**src/rtl/vga_timing_pkg.sv**
```systemverilog
// Shared VGA 640x480@60 timing defaults and the per-axis decode payload.
package vga_timing_pkg;

    localparam int unsigned H_ACTIVE_DEF = 640;
    localparam int unsigned H_FP_DEF     = 16;
    localparam int unsigned H_SYNC_DEF   = 96;
    localparam int unsigned H_BP_DEF     = 48;
    localparam int unsigned V_ACTIVE_DEF = 480;
    localparam int unsigned V_FP_DEF     = 10;
    localparam int unsigned V_SYNC_DEF   = 2;
    localparam int unsigned V_BP_DEF     = 33;

    localparam int unsigned H_TOTAL = H_ACTIVE_DEF + H_FP_DEF + H_SYNC_DEF + H_BP_DEF;
    localparam int unsigned V_TOTAL = V_ACTIVE_DEF + V_FP_DEF + V_SYNC_DEF + V_BP_DEF;

    localparam int unsigned COORD_W     = 10;
    localparam int unsigned FRAME_CNT_W = 8;

    // Decode of an axis counter's next value, consumed by the output flops.
    typedef struct packed {
        logic [COORD_W-1:0] pos;
        logic               active;
        logic               sync;
    } axis_dec_t;

endpackage

```
**src/rtl/vga_axis_counter.sv**
```systemverilog
// One timing axis: wrap counter with advance enable, wrap flag and window
// decode of the value the counter will hold after this edge.
module vga_axis_counter
    import vga_timing_pkg::*;
#(
    parameter int unsigned ACTIVE = H_ACTIVE_DEF,
    parameter int unsigned FP     = H_FP_DEF,
    parameter int unsigned SYNC   = H_SYNC_DEF,
    parameter int unsigned BP     = H_BP_DEF
) (
    input  logic      clk_i,
    input  logic      rst_,
    input  logic      inc,
    output logic      wrap_c,
    output axis_dec_t dec_c
);

    localparam int unsigned TOTAL = ACTIVE + FP + SYNC + BP;
    localparam int unsigned W     = $clog2(TOTAL + 1);

    localparam logic [W-1:0] LAST     = W'(TOTAL - 1);
    localparam logic [W-1:0] ACT_END  = W'(ACTIVE);
    localparam logic [W-1:0] SYNC_BEG = W'(ACTIVE + FP);
    localparam logic [W-1:0] SYNC_END = W'(ACTIVE + FP + SYNC);

    logic [W-1:0] cnt;
    logic [W-1:0] cnt_nxt_c;

    // Next count and its decode; resting at LAST makes the first advance land on 0.
    always_comb begin
        wrap_c    = inc && (cnt == LAST);
        cnt_nxt_c = cnt;
        dec_c     = '0;
        if (wrap_c) begin
            cnt_nxt_c = '0;
        end else if (inc) begin
            cnt_nxt_c = cnt + W'(1);
        end
        dec_c.pos    = COORD_W'(cnt_nxt_c);
        dec_c.active = (cnt_nxt_c < ACT_END);
        dec_c.sync   = (cnt_nxt_c >= SYNC_BEG) && (cnt_nxt_c < SYNC_END);
    end

    always_ff @(posedge clk_i or negedge rst_) begin
        if (!rst_) begin
            cnt <= LAST;
        end else begin
            cnt <= cnt_nxt_c;
        end
    end

endmodule

```
**src/rtl/vga_timing_gen.sv**
```systemverilog
// VGA sync/position generator; all outputs registered from the next (h,v).
// Optional 8-bit frame counter output enabled by VGA_FRAME_CNT_EN.
module vga_timing_gen
    import vga_timing_pkg::*;
#(
    parameter int unsigned H_ACTIVE = H_ACTIVE_DEF,
    parameter int unsigned H_FP     = H_FP_DEF,
    parameter int unsigned H_SYNC   = H_SYNC_DEF,
    parameter int unsigned H_BP     = H_BP_DEF,
    parameter int unsigned V_ACTIVE = V_ACTIVE_DEF,
    parameter int unsigned V_FP     = V_FP_DEF,
    parameter int unsigned V_SYNC   = V_SYNC_DEF,
    parameter int unsigned V_BP     = V_BP_DEF
) (
    input  logic               clk_i,
    input  logic               rst_,
    input  logic               en_i,
    output logic               hsync_o,
    output logic               vsync_o,
    output logic               video_on_o,
    output logic [COORD_W-1:0] pix_x_o,
    output logic [COORD_W-1:0] pix_y_o,
    output logic               line_start_o,
    output logic               frame_start_o
`ifdef VGA_FRAME_CNT_EN
    ,
    output logic [FRAME_CNT_W-1:0] frame_cnt_o
`endif
);

    axis_dec_t h_dec_c;
    axis_dec_t v_dec_c;
    logic      h_wrap_c;
    logic      v_wrap_c;
    logic      video_nxt_c;

    vga_axis_counter #(
        .ACTIVE (H_ACTIVE),
        .FP     (H_FP),
        .SYNC   (H_SYNC),
        .BP     (H_BP)
    ) u_h_axis (
        .clk_i  (clk_i),
        .rst_   (rst_),
        .inc    (en_i),
        .wrap_c (h_wrap_c),
        .dec_c  (h_dec_c)
    );

    // Vertical axis steps only on the horizontal wrap; its wrap marks (0,0).
    vga_axis_counter #(
        .ACTIVE (V_ACTIVE),
        .FP     (V_FP),
        .SYNC   (V_SYNC),
        .BP     (V_BP)
    ) u_v_axis (
        .clk_i  (clk_i),
        .rst_   (rst_),
        .inc    (h_wrap_c),
        .wrap_c (v_wrap_c),
        .dec_c  (v_dec_c)
    );

    assign video_nxt_c = h_dec_c.active && v_dec_c.active;

    always_ff @(posedge clk_i or negedge rst_) begin
        if (!rst_) begin
            hsync_o       <= 1'b1;
            vsync_o       <= 1'b1;
            video_on_o    <= 1'b0;
            pix_x_o       <= '0;
            pix_y_o       <= '0;
            line_start_o  <= 1'b0;
            frame_start_o <= 1'b0;
        end else begin
            line_start_o  <= h_wrap_c;
            frame_start_o <= v_wrap_c;
            if (en_i) begin
                hsync_o    <= ~h_dec_c.sync;
                vsync_o    <= ~v_dec_c.sync;
                video_on_o <= video_nxt_c;
                pix_x_o    <= video_nxt_c ? h_dec_c.pos : '0;
                pix_y_o    <= video_nxt_c ? v_dec_c.pos : '0;
            end
        end
    end

`ifdef VGA_FRAME_CNT_EN
    always_ff @(posedge clk_i or negedge rst_) begin
        if (!rst_) begin
            frame_cnt_o <= '0;
        end else if (v_wrap_c) begin
            frame_cnt_o <= frame_cnt_o + FRAME_CNT_W'(1);
        end
    end
`endif

endmodule
```
**config.mk**
```make
export PLATFORM = sky130hd
export DESIGN_NAME = vga_timing_gen
export DESIGN_NICKNAME = d
export VERILOG_FILES = /design/src/rtl/vga_timing_pkg.sv /design/src/rtl/vga_axis_counter.sv /design/src/rtl/vga_timing_gen.sv
export SDC_FILE = /design/constraint.sdc
export NUM_CORES = 1
export LEC_CHECK = 0
export CORE_UTILIZATION = 48
export DETAILED_ROUTE_END_ITERATION = 8
export PLACE_DENSITY = 0.74
export SYNTH_ARGS = -nofsm -noshare
export SYNTH_HDL_FRONTEND = slang
export SYNTH_SLANG_ARGS = --single-unit
export TNS_END_PERCENT = 1
```
**constraint.sdc**
```tcl
create_clock -name clk_i -period 3.3 [get_ports clk_i]
set_clock_uncertainty 0.15 [all_clocks]
set_input_delay 0.495 -clock clk_i [delete_from_list [all_inputs] [get_ports clk_i]]
set_output_delay 0.495 -clock clk_i [all_outputs]
set_load 0.02 [all_outputs]
```
==> summary.md, run 1 <==
| Metric | Value |
|---|---|
| Share of final-layout standard cells stronger than drive strength 1 | `0.1772` |
| CTS buffer count | `5` |
| Total inserted antenna cells | `0` |
| Overall power consumption | `1516 uW` |
| Leak Pwr | `0.001155 uW` |
| Number of different library cells in the post-synthesis netlist | `53` |
| Port-buffer cells | `27` |
| Quantity of hold-fixing buffers added after cts | `0` |
| Final hold violation count | `0` |
| Net count reported at finish | `259` |
| DIE HEIGHT | `71.97 um` |
| Standard cell core area | `0.004723 mm2` |
| Status | `complete, no violations` |
| Multi-input gate area | `0.001040 mm2` |
| Fill count | `418` |
| Clock sink count | `45` |
| Proportion of synthesized chip area in sequential cells | `0.4856` |
| Fin crit period | `2965 ps` |
| Total global routing track utilization | `0.1922` |
| Count of warnings emitted by yosys | `0` |
| CP max-delay cell | `sky130_fd_sc_hd__a311o_2` |
| H-tree lvl count | `2` |
| Largest net degree at the start of global routing | `46` |
| Launching element type of the critical path | `flop` |
| Final routed wirelength across all metal layers | `4467 um` |
| Area share of the leading cell type in the synthesized netlist | `0.3514` |
| Predominant post-synthesis flop cell | `sky130_fd_sc_hd__dfrtp_1` |
| GPL Wtd Cong | `0.8939` |
| Number of buffers inserted to repair setup after CTS | `0` |
| Die Footprint | `0.005179 mm2` |
| Worst path cell trace | `ha_1 > and3_1 > nand4_4 > buf_4 > o311ai_0 > a211oi_1 > a311o_2 > o22ai_1` |
| Total gr overflow | `0` |
| Worst rel slew slack | `0.3686` |
| Top-count cell post-synth | `sky130_fd_sc_hd__dfrtp_1` |
| Post-Place Worst Slack | `336.0 ps` |
| Number of nets with antenna violations after routing | `0` |
| Critical Path Start | `u_h_axis.cnt[0]$_DFF_PN1_` |
| Clock latency of the later-clocked register in the worst-skew pair | `300 ps` |
| Area growth from synthesis to layout | `17.36%` |
| Worst-Margin Slew | `947.0 ps` |
| Reg2Reg Launch Point | `u_h_axis.cnt[0]$_DFF_PN1_` |
| Clock transition at path regs | `90 ps` |
| Commonest cells in the synthesized netlist | `sky130_fd_sc_hd__dfrtp_1 (33), sky130_fd_sc_hd__inv_1 (25), sky130_fd_sc_hd__nand2_1 (24)` |
| Vias in the first global route | `1648` |
| Post-synthesis cell count | `226` |
| Max Slew Vio Count | `0` |
| Largest stage delay on the critical path | `600 ps` |
| Unrepaired setup endpoints after global routing | `false` |
| Vias after detailed routing | `1711` |
| Maximum fanout along the worst path | `15` |
| Setup-failing EPs final | `0` |
| Cells resized by post-CTS repair | `0` |
| Share of the core filled with cells | `0.5838` |
| Worst Slack Setup Final | `335.2 ps` |
| Horizontal die dimension | `71.97 um` |
| Capturing point of the worst reg2reg path | `pix_y_o[2]$_DFFE_PN0P_` |
| Worst vdd ir | `0.4665 mV` |
| # Max-Cap Violations | `0` |
| Arrival time of the worst setup path | `3030 ps` |
| Register cell area after layout | `0.001141 mm2` |
| Max Buffers Root-to-Sink | `2` |
| Setup TNS | `0 ps` |
| Number of enable flip-flop cells after synthesis | `0` |
| Flops & latches, synth | `45` |
| First-pass GRT wire length | `7700 um` |
| Worst min-delay path class | `in -> async` |
| R2r worst-path depth | `8` |
| Highest achievable clock rate | `337.3 MHz` |
| Worst EP required | `3370 ps` |
| Placed wire-length estimate after detailed placement | `3095 um` |
| Post-route fraction of the period consumed by the critical path | `0.8984` |
| Number of I/O pins | `28` |
| Std cell rows | `25` |
| Number of iterations in the first detailed-routing pass | `4` |
| Endpoint type of the worst setup path | `flop` |
| Vias per cell | `5.330` |
| Synthesized netlist net count | `232` |
| Cell taking the most area after synthesis | `sky130_fd_sc_hd__dfrtp_1` |
| Post-detailed-route wirelength per cell | `13.92 um` |
| Setup Crit Path Kind | `reg -> reg` |
| Clock tree root buffer cell | `sky130_fd_sc_hd__clkbuf_8` |
| Initial antenna violation count | `0` |
| Starting utilization of the core area | `0.4975` |
| Number of DRC markers in iteration 0 | `95` |
| Post-synthesis cell area | `0.002350 mm2` |
| Setup slack on the worst flop-to-flop path | `340 ps` |
| Async S/R FF share, synth | `1.000` |
| Leading post-synthesis cells by cell area | `sky130_fd_sc_hd__dfrtp_1 (35%), sky130_fd_sc_hd__dfstp_2 (13%), sky130_fd_sc_hd__o22ai_2 (5.3%)` |
| CTS tree | `done` |
| Areal power density over the cells | `549.7 mW/mm2` |
| Post-route DRC violation count | `0` |
| Avg Inst Size Synth | `10.40 um2` |
[flip-flops by register name, indices dropped and copies added (netlist names)]
signal	flops
vsync_o	1
frame_start_o	1
video_on_o	1
pix_x_o	10
u_h_axis.cnt	10
pix_y_o	10
line_start_o	1
hsync_o	1
u_v_axis.cnt	10
[cells by family after synthesis]
logic type | count (synthesis) | share of synthesized area
simple gates | 81 | 0.1938
flops | 45 | 0.4856
compound gates | 43 | 0.1528
buf+inv | 36 | 0.07188
xor+xnor | 12 | 0.05272
mux | 6 | 0.02716
fa+ha+maj | 3 | 0.01598
[metal layers]
| layer | routed length [um] | up-vias | part of all wire | global-route usage |
|---|---|---|---|---|
| li1 | - | 852 | - | - |
| met1 | 2227 | 805 | 0.50 | 0.2736 |
| met2 | 1989 | 48 | 0.45 | 0.2767 |
| met3 | 183 | 6 | 0.041 | 0.04861 |
| met4 | 66 | 0 | 0.015 | 0.08932 |
| met5 | 0 | - | 0 | 0 |
[how the worst max path moves through the flow]
| stage | end | depth (start not counted) | slack, ps |
|---|---|---|---|
| 2_1_floorplan | pix_x_o[3]$_DFFE_PN0P_ | 8 | 590 |
| 6_report | pix_y_o[2]$_DFFE_PN0P_ | 8 | 340 |
| 3_3_place_gp | video_on_o$_DFFE_PN0P_ | 7 | 430 |
| 4_1_cts | pix_y_o[2]$_DFFE_PN0P_ | 9 | 300 |
| 5_1_grt | pix_y_o[6]$_DFFE_PN0P_ | 8 | 100 |
| 3_5_place_dp | pix_y_o[2]$_DFFE_PN0P_ | 7 | 340 |
[area by class of cell]
class                   count  area share
clock buffers               5     0.02495
clock inverters             3     0.01679
inverters                  27     0.03721
multi-input cells         145      0.3770
flip-flops and latches     45      0.4138
well taps                  67     0.03040
repair buffers             29     0.09982
[layout by cell type, fill, tap and decap left out, types with 2 or more instances in the layout]
cell                              instances
sky130_fd_sc_hd__nor3_1                   6
sky130_fd_sc_hd__dfstp_2                 12
sky130_fd_sc_hd__dfrtp_1                 33
sky130_fd_sc_hd__nor2b_1                  3
sky130_fd_sc_hd__nand3_1                  8
sky130_fd_sc_hd__clkdlybuf4s50_1         25
sky130_fd_sc_hd__mux2i_1                  3
sky130_fd_sc_hd__buf_4                    2
sky130_fd_sc_hd__a211oi_1                 2
sky130_fd_sc_hd__and3_1                   3
sky130_fd_sc_hd__a41oi_1                  2
sky130_fd_sc_hd__xnor2_1                  6
sky130_fd_sc_hd__and2_1                   5
sky130_fd_sc_hd__mux2_2                   3
sky130_fd_sc_hd__or3_1                    2
sky130_fd_sc_hd__o22ai_2                 10
sky130_fd_sc_hd__ha_1                     3
sky130_fd_sc_hd__o32ai_1                  2
sky130_fd_sc_hd__xor2_1                   5
sky130_fd_sc_hd__inv_1                   25
sky130_fd_sc_hd__clkbuf_8                 5
sky130_fd_sc_hd__buf_2                    2
sky130_fd_sc_hd__nand4_1                  7
sky130_fd_sc_hd__o31a_1                   3
sky130_fd_sc_hd__nor4_1                   2
sky130_fd_sc_hd__a21oi_1                  4
sky130_fd_sc_hd__nand2_1                 24
sky130_fd_sc_hd__nor2_1                  10
sky130_fd_sc_hd__o22ai_1                  8
sky130_fd_sc_hd__o21ai_0                  3
[where the power goes]
part           switching (uW)  internal (uW)
Combinational             208            154
Clock                     191            226
Sequential               80.1            656
[stage by stage]
step,hold slack (ps),cell area [um2],cells
floorplan,49.41,2350,226
global placement,332.1,2643,313
global route,276.0,2758,321
finish,179.3,2758,321
CTS,216.5,2758,321
detailed placement,333.9,2643,313
[worst max-delay path: cells and delay by family, from the launching register on]
kind                     cells  cell delay, ps
buffers and inverters        1             200
AO/OA/AOI/OAI                4            1370
flip-flops                   1             570
adder cells (fa/ha/maj)      1             200
AND/OR/NAND/NOR              2             380
Power figures use the tool's default switching activity.
==> inputs of run 2 (changes only) <==
Settings changed: TNS_END_PERCENT 1 to 10.
==> results of run 2 <==
Same layout as run 1: the final DEF is identical, and so are final timing and power.
==> inputs of run 3 (changes only) <==
Settings changed: CORE_MARGIN set to 1.5.
==> run 3 against run 2 <==
  * Count of clock-buffer cells in the layout grew 2
  * Largest power group unchanged
  * Core utilization shrank 0.29 points
  * Design area down 0.50%
==> summary.md, run 3 (synthesis results as in run 1) <==
| Metric | Value |
|---|---|
| Max Buffers Root-to-Sink | `2 (unchanged)` |
| Setup slack on the worst flop-to-flop path | `340 ps (about the same)` |
| Share of final-layout standard cells stronger than drive strength 1 | `0.1765 (-0.0006948)` |
| Number of buffers inserted to repair setup after CTS | `0 (unchanged)` |
| Worst path cell trace | `ha_1 > and3_1 > nand4_4 > buf_4 > o311ai_0 > a211oi_1 > a311o_2 > o22ai_1` |
| Number of I/O pins | `28 (unchanged)` |
| Setup-failing EPs final | `0 (unchanged)` |
| Horizontal die dimension | `72.97 um (+1.4%)` |
| Port-buffer cells | `27 (unchanged)` |
| Worst-Margin Slew | `958.1 ps (+11.10 ps)` |
| Areal power density over the cells | `528.7 mW/mm2 (-3.8%)` |
| Quantity of hold-fixing buffers added after cts | `0 (unchanged)` |
| Cells resized by post-CTS repair | `0 (unchanged)` |
| Worst EP required | `3360 ps (about the same)` |
| Post-route fraction of the period consumed by the critical path | `0.8985 (about the same)` |
| Launching element type of the critical path | `flop` |
| Clock latency of the later-clocked register in the worst-skew pair | `300 ps (about the same)` |
| Clock tree root buffer cell | `sky130_fd_sc_hd__clkbuf_8` |
| Buf+Inv Stages, Crit Path | `1 (unchanged)` |
| Vias in the first global route | `1644 (-0.24%)` |
| Total gr overflow | `0 (unchanged)` |
| Worst vdd ir | `0.4220 mV (-9.5%)` |
| DIE HEIGHT | `72.97 um (+1.4%)` |
| Vias per cell | `5.348 (+0.33%)` |
| Power spent charging and discharging nets | `469.2 uW (-2.1%)` |
| Clock sink count | `45 (unchanged)` |
| Setup Crit Path Kind | `reg -> reg` |
| Maximum fanout along the worst path | `15 (unchanged)` |
| Count of placed standard cells in the final layout, fillers left out | `322 (+0.31%)` |
| Arrival time of the worst setup path | `3030 ps (about the same)` |
| Dpl cells | `314 (+0.32%)` |
| Clock transition at path regs | `80 ps (about the same)` |
| Switching power share of the total | `0.3234 (+0.007177)` |
| Combinational share of power | `0.251 (+0.012)` |
| Commonest non-fill, non-tap cells in the layout | `sky130_fd_sc_hd__dfrtp_1 (33), sky130_fd_sc_hd__inv_1 (25), sky130_fd_sc_hd__clkdlybuf4s50_1 (25), sky130_fd_sc_hd__nand2_1 (24), sky130_fd_sc_hd__dfstp_2 (12)` |
| Capturing point of the worst reg2reg path | `pix_y_o[4]$_DFFE_PN0P_` |
| Highest achievable clock rate | `337.3 MHz (about the same)` |
| Std cell rows | `25 (unchanged)` |
| # Max-Cap Violations | `0 (unchanged)` |
| Area growth from synthesis to layout | `16.77%` |
| Max Slew Vio Count | `0 (unchanged)` |
| Unrepaired setup endpoints after global routing | `false` |
| Placed Area | `0.002650 mm2 (+0.28%)` |
| Total global routing track utilization | `0.1869 (-0.005232)` |
| Number of DRC markers in iteration 0 | `105 (+11%)` |
| Leak Pwr | `0.001150 uW (-0.44%)` |
| GPL Wtd Cong | `0.8954 (+0.17%)` |
| First-pass GRT wire length | `7603 um (-1.3%)` |
| Most common library cell in the layout ignoring fill and taps | `sky130_fd_sc_hd__dfrtp_1` |
| H-tree lvl count | `2 (unchanged)` |
| R2r worst-path depth | `8 (unchanged)` |
| Endpoint type of the worst setup path | `flop` |
| CTS buffer count | `5 (unchanged)` |
| Internal power component | `981.5 uW (-5.3%)` |
| Largest stage delay on the critical path | `600 ps (about the same)` |
| Vias after detailed routing | `1722 (+0.64%)` |
| Number of iterations in the first detailed-routing pass | `4 (unchanged)` |
| CTS tree | `done` |
| Standard cell core area | `0.004723 mm2 (unchanged)` |
| Final hold violation count | `0 (unchanged)` |
| Worst min-delay path class | `in -> async` |
| Post-route DRC violation count | `0 (unchanged)` |
| Share of total power in the clock network | `0.241 (-0.034)` |
| Die Footprint | `0.005324 mm2 (+2.8%)` |
| CP max-delay cell | `sky130_fd_sc_hd__a311o_2` |
| Worst rel slew slack | `0.3612 (-0.007401)` |
| Initial antenna violation count | `0 (unchanged)` |
| Post-layout instance area | `0.002744 mm2 (-0.50%)` |
| Reg2Reg Launch Point | `u_h_axis.cnt[0]$_DFF_PN1_` |
| Share of total power in sequential cells | `0.508 (+0.022)` |
| Status | `complete, no violations` |
| Placed wire-length estimate after detailed placement | `3079 um (-0.54%)` |
| Critical path's top delay family | `compound AO/OA/AOI/OAI gates` |
| Fin crit period | `2965 ps (+0.1290 ps)` |
| Total inserted antenna cells | `0 (unchanged)` |
| Starting utilization of the core area | `0.4975 (unchanged)` |
| Number of nets with antenna violations after routing | `0 (unchanged)` |
| Largest net degree at the start of global routing | `46 (unchanged)` |
| Setup TNS | `0 ps (unchanged)` |
| Net count reported at finish | `260 (+0.39%)` |
| Final routed wirelength across all metal layers | `4412 um (-1.2%)` |
| Post-detailed-route wirelength per cell | `13.70 um (-1.5%)` |
-- run 3: cell count changes in the layout (fill, tap and decap cells not counted), sizes merged --
| cell | delta |
|---|---|
| buf | +1 |
| bufinv | -1 |
| clkbuf | +2 |
| clkinv | -1 |
-- run 3: worst max-delay path by stage --
| stage | start | endpoint | cells after the start | slack (ps) |
|---|---|---|---|---|
| 3_3_place_gp | en_i | video_on_o$_DFFE_PN0P_ | 8 | 350 |
| 5_1_grt | u_h_axis.cnt[0]$_DFF_PN1_ | pix_y_o[4]$_DFFE_PN0P_ | 8 | 160 |
| 3_5_place_dp | en_i | pix_y_o[4]$_DFFE_PN0P_ | 8 | 300 |
| 4_1_cts | u_h_axis.cnt[0]$_DFF_PN1_ | pix_y_o[4]$_DFFE_PN0P_ | 8 | 310 |
| 2_1_floorplan | u_h_axis.cnt[0]$_DFF_PN1_ | pix_x_o[3]$_DFFE_PN0P_ | 8 | 590 |
| 6_report | u_h_axis.cnt[0]$_DFF_PN1_ | pix_y_o[4]$_DFFE_PN0P_ | 8 | 340 |
-- run 3: cell type report --
type | count | area (um2)
sequential | 45 | 1141
multi-input combinational | 145 | 1040
fill | 418 | 1979
tap | 67 | 83.83
timing repair buffer | 30 | 282.8
inverter | 27 | 102.6
clock inverter | 1 | 7.507
clock buffer | 7 | 86.33
-- run 3: through the flow --
| step | hold WS, ps | worst slack, ps | utilization | power [uW] |
|---|---|---|---|---|
| after floorplan | 49.41 | 587.9 | - | 977.6 |
| final | 200.4 | 335.1 | 0.5809 | 1451 |
| after detailed placement | 338.8 | 302.0 | 0.5611 | 1109 |
| after global routing | 276.0 | 156.4 | 0.5809 | 1529 |
| after global placement | 332.6 | 348.9 | 0.5611 | 1094 |
| after CTS | 227.2 | 309.5 | 0.5809 | 1465 |
-- run 3: worst register-to-register path: cells and delay by family, from the launching register on --
family                   cells  cell delay (ps)
flip-flops                   1              570
AND/OR/NAND/NOR              2              410
buffers and inverters        1              210
adder cells (fa/ha/maj)      1              190
AO/OA/AOI/OAI                4             1360
-- run 3: power by group through the flow --
stage | logic, uW | registers, uW | clock network [uW]
final | 364 | 738 | 349
after global routing | 397 | 749 | 383
after CTS | 368 | 735 | 363
after detailed placement | 366 | 744 | 0
after global placement | 354 | 740 | 0
after floorplan | 209 | 769 | 0
-- run 3: metal layers --
layer | track usage | up-vias | wire, um
met5 | 0 | - | 0
li1 | - | 849 | -
met4 | 0.08176 | 0 | 88
met3 | 0.03315 | 8 | 135
met1 | 0.2605 | 833 | 2200
met2 | 0.2864 | 32 | 1988
